<file path="config.mk">
export PLATFORM = sky130hd
export DESIGN_NAME = alu_mul_seq
export DESIGN_NICKNAME = d
export VERILOG_FILES = /design/src/rtl/alu_mul_seq.sv
export SDC_FILE = /design/constraint.sdc
export NUM_CORES = 1
export LEC_CHECK = 0
export BUFFER_PORTS_ARGS = -buffer_cell sky130_fd_sc_hd__buf_2
export CAP_MARGIN = 0
export CORE_MARGIN = 2
export CORE_UTILIZATION = 53
export CTS_CLUSTER_DIAMETER = 50
export DETAILED_ROUTE_END_ITERATION = 12
export PLACE_DENSITY = 0.86
export SYNTH_ARGS = -nofsm -noshare
export SYNTH_HDL_FRONTEND = slang
export SYNTH_SLANG_ARGS = --single-unit
</file>
<file path="constraint.sdc">
create_clock -name clk -period 4.4 [get_ports clk]
set_input_delay 0.44 -clock clk [delete_from_list [all_inputs] [get_ports clk]]
set_output_delay 0.44 -clock clk [all_outputs]
set_load 0.01 [all_outputs]
</file>
<file path="src/rtl/alu_mul_seq.sv">
// Shift-add multiply sequencer that borrows the shared ALU.
// Produces the low word of op_a*op_b while stalling the pipeline.
module alu_mul_seq #(
  parameter int         WIDTH  = 32,
  parameter logic [3:0] OP_ADD = 4'b0010,
  parameter logic [3:0] OP_SLL = 4'b0101,
  parameter logic [3:0] OP_SRL = 4'b0110,
  parameter logic [3:0] OP_NOP = 4'b1111
) (
  input  logic             clk,
  input  logic             rst,
  input  logic             start,
  input  logic [WIDTH-1:0] op_a,
  input  logic [WIDTH-1:0] op_b,
  input  logic [3:0]       ex_sel,
  input  logic [WIDTH-1:0] ex_data_1,
  input  logic [WIDTH-1:0] ex_data_2,
  input  logic [4:0]       ex_shamt,
  input  logic [WIDTH-1:0] alu_out,
  output logic [3:0]       alu_sel,
  output logic [WIDTH-1:0] alu_data_1,
  output logic [WIDTH-1:0] alu_data_2,
  output logic [4:0]       alu_shamt,
  output logic             busy,
  output logic             done,
  output logic [WIDTH-1:0] result
);

  localparam int CW = $clog2(WIDTH) + 1;

  typedef enum logic [2:0] {
    S_IDLE,
    S_CHECK,
    S_ADD,
    S_SHL,
    S_SHR,
    S_DONE
  } state_t;

  state_t           r_state;
  state_t           w_next;
  logic [WIDTH-1:0] r_m;
  logic [WIDTH-1:0] r_q;
  logic [WIDTH-1:0] r_p;
  logic [WIDTH-1:0] r_result;
  logic [CW-1:0]    r_cnt;
  logic             w_stop;

  assign w_stop = (r_q == '0) || (r_cnt == CW'(WIDTH));

  always_ff @(posedge clk) begin
    if (rst) begin
      r_state  <= S_IDLE;
      r_m      <= '0;
      r_q      <= '0;
      r_p      <= '0;
      r_cnt    <= '0;
      r_result <= '0;
    end else begin
      r_state <= w_next;
      unique case (r_state)
        S_IDLE: begin
          if (start) begin
            r_m   <= op_a;
            r_q   <= op_b;
            r_p   <= '0;
            r_cnt <= '0;
          end
        end
        S_ADD: r_p <= alu_out;
        S_SHL: r_m <= alu_out;
        S_SHR: begin
          r_q   <= alu_out;
          r_cnt <= r_cnt + 1'b1;
        end
        S_DONE: r_result <= r_p;
        default: ;
      endcase
    end
  end

  always_comb begin
    w_next     = r_state;
    alu_sel    = ex_sel;
    alu_data_1 = ex_data_1;
    alu_data_2 = ex_data_2;
    alu_shamt  = ex_shamt;
    unique case (r_state)
      S_IDLE: begin
        if (start) w_next = S_CHECK;
      end
      S_CHECK: begin
        alu_sel    = OP_NOP;
        alu_data_1 = '0;
        alu_data_2 = '0;
        alu_shamt  = '0;
        if (w_stop)      w_next = S_DONE;
        else if (r_q[0]) w_next = S_ADD;
        else             w_next = S_SHL;
      end
      S_ADD: begin
        alu_sel    = OP_ADD;
        alu_data_1 = r_p;
        alu_data_2 = r_m;
        alu_shamt  = '0;
        w_next     = S_SHL;
      end
      S_SHL: begin
        alu_sel    = OP_SLL;
        alu_data_1 = '0;
        alu_data_2 = r_m;
        alu_shamt  = 5'd1;
        w_next     = S_SHR;
      end
      S_SHR: begin
        alu_sel    = OP_SRL;
        alu_data_1 = '0;
        alu_data_2 = r_q;
        alu_shamt  = 5'd1;
        w_next     = S_CHECK;
      end
      S_DONE: w_next = S_IDLE;
      default: w_next = S_IDLE;
    endcase
  end

  assign busy   = (r_state != S_IDLE);
  assign done   = (r_state == S_DONE);
  // Bypass so the product is visible in the done cycle itself.
  assign result = done ? r_p : r_result;

endmodule
</file>
==> results of run 1 <==
==> registers in the layout, indices dropped and copies added (netlist names) <==
signal and flops:
r_q 32, r_cnt 6, r_result 32, r_state 3, r_p 32, r_m 32
==> cells in the final DEF, fill, tap and decap left out, types with 6 or more instances in the layout <==
cell type and count:
a311oi_2 29, nor4_1 10, nand3_1 36, nor2_1 106, a221oi_1 32, a22oi_1 10, clkbuf_16 17, nor2b_1 32
mux2_1 6, a22o_1 32, buf_2 277, nand2_1 177, nor4_2 20, a21oi_1 51, dfxtp_1 135, mux2_2 26
buf_4 10, a31oi_1 33
==> logic make-up after synthesis <==
family	after synthesis
simple gates	410
xor+xnor	1
compound gates	199
mux	32
buf+inv	90
fa+ha+maj	2
flops	137
==> power by group through the flow <==
stage / combinational [mW] / sequential, mW / clock (mW)
global placement: 1.11 / 1.51 / 0
finish: 1.14 / 1.49 / 1.56
global route: 1.25 / 1.50 / 1.62
detailed placement: 1.13 / 1.51 / 0
floorplan: 0.823 / 1.44 / 0
CTS: 1.14 / 1.49 / 1.56
==> worst min path at each step <==
stage	depth (start not counted)	endpoint	slack, ps	from
floorplan	2	r_q[24]	450	r_q[24]
global placement	2	r_q[24]	460	r_q[24]
detailed placement	2	r_q[29]	470	r_q[29]
CTS	3	r_m[1]	270	op_a[1]
global route	3	r_p[16]	280	alu_out[16]
finish	3	r_m[1]	290	op_a[1]
==> metal layers <==
layer | global-route usage (%) | vias to the layer above | share of wire, %
li1 | - | 3569 | -
met1 | 40.8 | 3625 | 41
met2 | 49.4 | 407 | 46
met3 | 8.92 | 71 | 9.4
met4 | 14.7 | 2 | 3.2
met5 | 0 | - | 0.051
==> layout make-up <==
class,count,area [µm²]
Clock buffer,22,484
Fill cell,1126,4120
Tap cell,176,220
Sequential cell,137,2750
Inverter,5,18.8
Clock inverter,10,164
Multi-Input combinational cell,644,4010
Antenna cell,4,10.0
Timing Repair Buffer,288,1470
==> worst register-to-register path, delay by kind of cell (launching register included) <==
kind	cells	cell delay [ps]
flops	1	930
simple gates	2	1020
mux	1	640
==> results by group, run 1 <==
Placement
  – Placed insts: 1250
  – Post-DP Area: 8460 µm²
  – Gpl congestion: 0.879
  – Port bufs: 278
  – Hpwl dp: 16.4 mm
  – DP Worst Slack: 1440 ps

Final layout
  – Fin nets: 1267
  – Layout cell share with drive strength beyond 1: 36.8%
  – Finished Core Util: 68.9%
  – Final instance area: 9120 µm²
  – Non-Filler Instances: 1286
  – Layout area overhead: 26.8%

Synthesis
  – Top FF cell, synth: dfxtp_1
  – Number of synthesized register bits: 137
  – Mapped cell area: 7200 µm²
  – Most common cell in the synthesized netlist: nand2_1
  – Area contributors post-synth: dfxtp_1 (38%), nand2_1 (9.2%), a311oi_2 (6.1%)
  – XOR/XNOR Fraction of Synth Area: 0.122%
  – Yosys Warn Count: 0
  – Mapped Nets: 1045
  – Mux share of post-synthesis cell area: 5.01%
  – Register area share after synthesis: 38.1%
  – Main combinational cell family by area after synthesis: simple AND/OR/NAND/NOR gates
  – Leading area contributor after synthesis: dfxtp_1
  – Async SR Flop Fraction: 0%
  – Post-synthesis compound-gate area fraction: 22.5%
  – EDFF count, synth: 0
  – Share of the synthesized area in the top cell type: 38.1%
  – Simple-gate share of the synthesized area: 27.6%
  – Synth top cells by count: nand2_1 (177), dfxtp_1 (137), nor2_1 (107)
  – Gate Count Post-Synth: 871
  – Adder-cell area share of the yosys netlist: 0.348%
  – Avg Synthesized Cell Area: 8.26 µm²
  – Synth unique cells: 45

Outcome
  – Status: complete, no violations

Route
  – DR pass1 iterations: 6
  – Final wirelength: 23.6 mm
  – Antenna Violating Nets Remaining: 0
  – Routed len/inst: 18.3 µm
  – 1st-iter DRT viols: 698
  – Routed vias: 7674
  – Drc violations: 0
  – Drt via density: 5.97

Worst setup path
  – Flop-to-flop setup slack: 1670 ps
  – WP buf/inv: 1
  – CP Depth: 3
  – Critical path type: flip-flop to primary output
  – Endpoint class of the critical path: primary output
  – Crit Reg-Reg Endpoint: r_result[5]
  – Worst EP arrival: 3000 ps
  – R2R Path Start: r_state[2]
  – Crit path cell chain: nand3b_2 > mux2_1 > buf_2
  – Worst Reg-to-Reg Cells: 3
  – Crit path required time: 3960 ps
  – Crit path max fanout: 51
  – Slowest stage delay, CP: 930 ps
  – CP max stage cell: dfxtp_2
  – Setup crit end: result[9]
  – CP top delay family: flip-flops
  – CP startpoint: r_state[2]
  – Startpoint class of the critical path: flip-flop

Power and ir drop
  – P_int: 2.82 mW
  – P_leak: 3.93 nW
  – Combinational share of power: 27.3%
  – Power per standard cell area: 459 nW/µm²
  – VDD IR max: 0.288 mV
  – Switch Pwr: 1.37 mW
  – Tot Pwr: 4.19 mW
  – Sw frac: 32.8%
  – Clk pwr share: 37.1%
  – Reg power frac: 35.6%

STA
  – Worst Setup Slack, final: 963 ps
  – Crit share post-route: 78.1%
  – Slew Viols, Final: 0
  – Final hold slack: 288 ps
  – Final setup fails: 0
  – Fin. Hold Viols: 0
  – Clock Skews: 11.1 ps
  – Final worst path period need: 3440 ps
  – Achievable Freq: 291 MHz
  – Setup repair after global routing missed its margin: false
  – Slew headroom: 33.4%
  – Final setup TNS: 0 ps
  – Worst Tran Pin Value: 994 ps

Clock network
  – Root Buffer: clkbuf_16
  – # hold bufs at CTS: 0
  – Clock tree sinks: 137
  – Post-CTS setup buffer count: 0
  – CTS tree: built
  – Worst-path clk slew: 60 ps
  – H-tree depth: 4
  – Post_cts resized: 0
  – Clk Latency, worst-skew pair: 420 ps
  – Clock buffer depth: 2
  – TritonCTS buffer count: 17

Die
  – Die height: 121 µm
  – Starting Density: 54.3%
  – Core ar.: 13200 µm²
  – Site Rows: 42
  – Die area: 14500 µm²
  – IO Count: 279
  – Die width: 121 µm

Global route
  – Vias in the first global route: 7185
  – Overall Global Routing Usage: 31.7%
  – Initial antenna violation count: 5
  – Largest net degree at the start of global routing: 100
  – Global route overflow: 0
  – Global-route wire length before repair: 36.3 mm

Worst hold path
  – Worst Hold Class: primary input to flip-flop

Job
  – Max_cap viols: 0
Power figures use the tool's default switching activity.
==> run 2: changes to the inputs <==
--- a/config.mk
+++ b/config.mk
@@ -5,13 +5,14 @@
 export SDC_FILE = /design/constraint.sdc
 export NUM_CORES = 1
 export LEC_CHECK = 0
+export ABC_AREA = 1
 export BUFFER_PORTS_ARGS = -buffer_cell sky130_fd_sc_hd__buf_2
 export CAP_MARGIN = 0
 export CORE_MARGIN = 2
-export CORE_UTILIZATION = 53
+export CORE_UTILIZATION = 49
 export CTS_CLUSTER_DIAMETER = 50
 export DETAILED_ROUTE_END_ITERATION = 12
-export PLACE_DENSITY = 0.86
+export PLACE_DENSITY = 0.81
 export SYNTH_ARGS = -nofsm -noshare
 export SYNTH_HDL_FRONTEND = slang
 export SYNTH_SLANG_ARGS = --single-unit
==> constraint.sdc (replaced) <==
create_clock -name clk -period 3.55 [get_ports clk]
set_input_delay 0.355 -clock clk [delete_from_list [all_inputs] [get_ports clk]]
set_output_delay 0.355 -clock clk [all_outputs]
set_load 0.01 [all_outputs]
==> results by group, run 2 <==
Synthesis
  – Share of the synthesized area in the top cell type: 39.4% (+1.3 points)
  – EDFF count, synth: 0 (unchanged)
  – Number of synthesized register bits: 137 (unchanged)
  – Gate Count Post-Synth: 1006 (+15%)
  – Mapped Nets: 1180 (+13%)
  – Synth unique cells: 31 (-31%)
  – Synth top cells by count: nand2_1 (234), dfxtp_1 (137), inv_1 (118)
  – Avg Synthesized Cell Area: 6.92 µm² (-16%)
  – Top FF cell, synth: dfxtp_1
  – Most common cell in the synthesized netlist: nand2_1
  – Register area share after synthesis: 39.4% (+1.3 points)
  – Area contributors post-synth: dfxtp_1 (39%), nand2_1 (13%), a21oi_1 (6.5%)
  – Mapped cell area: 6960 µm² (-3.2%)
  – Leading area contributor after synthesis: dfxtp_1
  – Async SR Flop Fraction: 0% (unchanged)
  – Yosys Warn Count: 0 (unchanged)

Clock network
  – Clock buffer depth: 2 (unchanged)
  – # hold bufs at CTS: 0 (unchanged)
  – Post_cts resized: 0 (unchanged)
  – Root Buffer: clkbuf_16
  – Clk Latency, worst-skew pair: 410 ps (about the same)
  – CTS tree: built
  – Worst-path clk slew: 60 ps (about the same)
  – Clock tree sinks: 137 (unchanged)
  – TritonCTS buffer count: 17 (unchanged)
  – H-tree depth: 4 (unchanged)
  – Post-CTS setup buffer count: 0 (unchanged)

Route
  – Routed len/inst: 15.1 µm (-18%)
  – Antenna Violating Nets Remaining: 0 (unchanged)
  – DR pass1 iterations: 5 (-1)
  – Drc violations: 0 (unchanged)
  – 1st-iter DRT viols: 796 (+14%)
  – Routed vias: 7702 (+0.36%)
  – Final wirelength: 21.6 mm (-8.2%)
  – Drt via density: 5.37 (-10%)

STA
  – Slew Viols, Final: 0 (unchanged)
  – Achievable Freq: 346 MHz
  – Clock Skews: 6.36 ps (-4.75 ps)
  – Final setup fails: 0 (unchanged)
  – Setup repair after global routing missed its margin: false
  – Worst Tran Pin Value: 1040 ps (+50.1 ps)
  – Final hold slack: 210 ps (-77.9 ps)
  – Fin. Hold Viols: 0 (unchanged)
  – Final worst path period need: 2890 ps
  – Crit share post-route: 81.5%
  – Slew headroom: 30.4% (-3.1 points)
  – Final setup TNS: 0 ps (unchanged)

Die
  – Site Rows: 43 (+2.4%)
  – Die height: 123 µm (+2.2%)
  – Die area: 15200 µm² (+4.5%)
  – Starting Density: 50.2% (-4.2 points)
  – Core ar.: 13900 µm² (+4.8%)
  – Die width: 123 µm (+2.2%)
  – IO Count: 279 (unchanged)

Power and ir drop
  – Power per standard cell area: 485 nW/µm² (+5.7%)
  – VDD IR max: 0.319 mV (+11%)
  – P_leak: 4.34 nW (+11%)

Final layout
  – Most frequent cells in the layout: buf_2 (278), nand2_1 (234), dfxtp_1 (137)
  – Most common cell after layout, fill and taps aside: buf_2
  – Fin nets: 1416 (+12%)
  – Layout cell share with drive strength beyond 1: 29.7% (-7.1 points)
  – Layout area overhead: 29.1%

Worst setup path
  – Crit Reg-Reg Endpoint: r_m[11]
  – Crit path max fanout: 22 (-57%)
  – Crit path required time: 3190 ps (-770 ps)
  – R2R Path Start: r_state[1]
  – Startpoint class of the critical path: flip-flop
  – Worst EP arrival: 2540 ps (-460 ps)
  – Worst Reg-to-Reg Cells: 6 (+3)
  – Flop-to-flop setup slack: 1110 ps (-560 ps)
  – CP startpoint: r_state[1]
  – Endpoint class of the critical path: primary output
  – Critical path type: flip-flop to primary output

Outcome
  – Status: complete, no violations

Global route
  – Global route overflow: 0 (unchanged)
  – Largest net degree at the start of global routing: 73 (-27%)
  – Overall Global Routing Usage: 28.4% (-3.3 points)
  – Global-route wire length before repair: 33.6 mm (-7.6%)
  – Initial antenna violation count: 1 (-4)
  – Vias in the first global route: 6755 (-6.0%)

Worst hold path
  – Hold Crit Start: op_a[18]
  – Hold path cells: 3 (unchanged)
  – Worst Hold Class: primary input to flip-flop
  – WHS Endpoint: r_m[18]

Job
  – Max_cap viols: 0 (unchanged)

Placement
  – Gpl congestion: 0.968 (+10%)
  – Hpwl dp: 15.4 mm (-6.0%)
  – Port bufs: 278 (unchanged)
## run 2: cell types whose count changed after synthesis, moves of 26 or more
cell and delta:
inv_1 +113, a311oi_2 -29, nand2_1 +57, or2_2 +30
a21oi_1 +40, nand3_1 +45, o21ai_0 +59, a22o_1 -32
nor2b_1 -32, mux2_2 -26, a221oi_1 -32, nor2_1 -86
a211oi_1 +33
## run 2: worst max-delay path by stage
stage / end / slack, ps / cells past startpoint
after floorplan: alu_data_1[2] / 1730 / 7
after global placement: alu_data_1[0] / 1200 / 10
after detailed placement: alu_shamt[2] / 1110 / 8
after CTS: alu_shamt[2] / 670 / 10
after global routing: alu_data_1[0] / 470 / 10
final: alu_data_1[0] / 660 / 10
## run 2: logic make-up (layout without fill, tap and decap cells)
group | after synthesis | after routing | synth area share, %
AO/OA/AOI/OAI | 281 | 281 | 24.5
XOR/XNOR | 1 | 1 | 0.126
adder cells (fa/ha/maj) | 2 | 2 | 0.359
buffers and inverters | 203 | 451 | 11.8
flip-flops | 137 | 137 | 39.4
other | 0 | 1 | 0
AND/OR/NAND/NOR | 382 | 382 | 23.9
## run 2: power by group
part           total (mW)  internal (mW)  switching, mW  leakage, nW
logic               0.981          0.370          0.610         2.95
registers            1.72           1.65         0.0735         1.12
clock network        1.66           1.03          0.632        0.275
total                4.36           3.05           1.32         4.34
## run 2: critical path: stages, from the launching register on
cell and delay [ps]:
dfxtp_1 580, inv_2 110, nand2_1 150, nor2_1 100, inv_2 90, nand2_1 80
nor2_4 340, buf_4 310, nand2_1 60, o21ai_0 120, buf_2 190
## run 2: routing by layer
layer | GRT usage, % | part of all wire (%) | wire [µm]
met5 | 0 | 0 | 0
met4 | 10.7 | 1.7 | 361
met3 | 6.87 | 9.5 | 2050
met1 | 37.7 | 44 | 9440
met2 | 44.6 | 45 | 9770
## run 2: layout make-up
cell class              instances  area (µm²)
multi-input cells             666        3420
well taps                     180         225
repair buffers                296        1580
flip-flops and latches        137        2740
inverters                     124         465
clock inverters                 8        70.1
diodes                          1        2.50
clock buffers                  23         488
fillers                      1267        4890
## run 2: through the flow
stage / setup WS, ps / cells / utilization (%) / cell area [µm²] / power, mW
after floorplan: 1730 / 1006 / - / 6960 / 2.33
after global placement: 1200 / 1403 / 60.7 / 8430 / 2.71
after detailed placement: 1110 / 1403 / 60.7 / 8430 / 2.73
after CTS: 672 / 1434 / 64.7 / 8990 / 4.39
after global routing: 474 / 1435 / 64.8 / 8990 / 4.59
final: 658 / 1435 / 64.8 / 8990 / 4.36
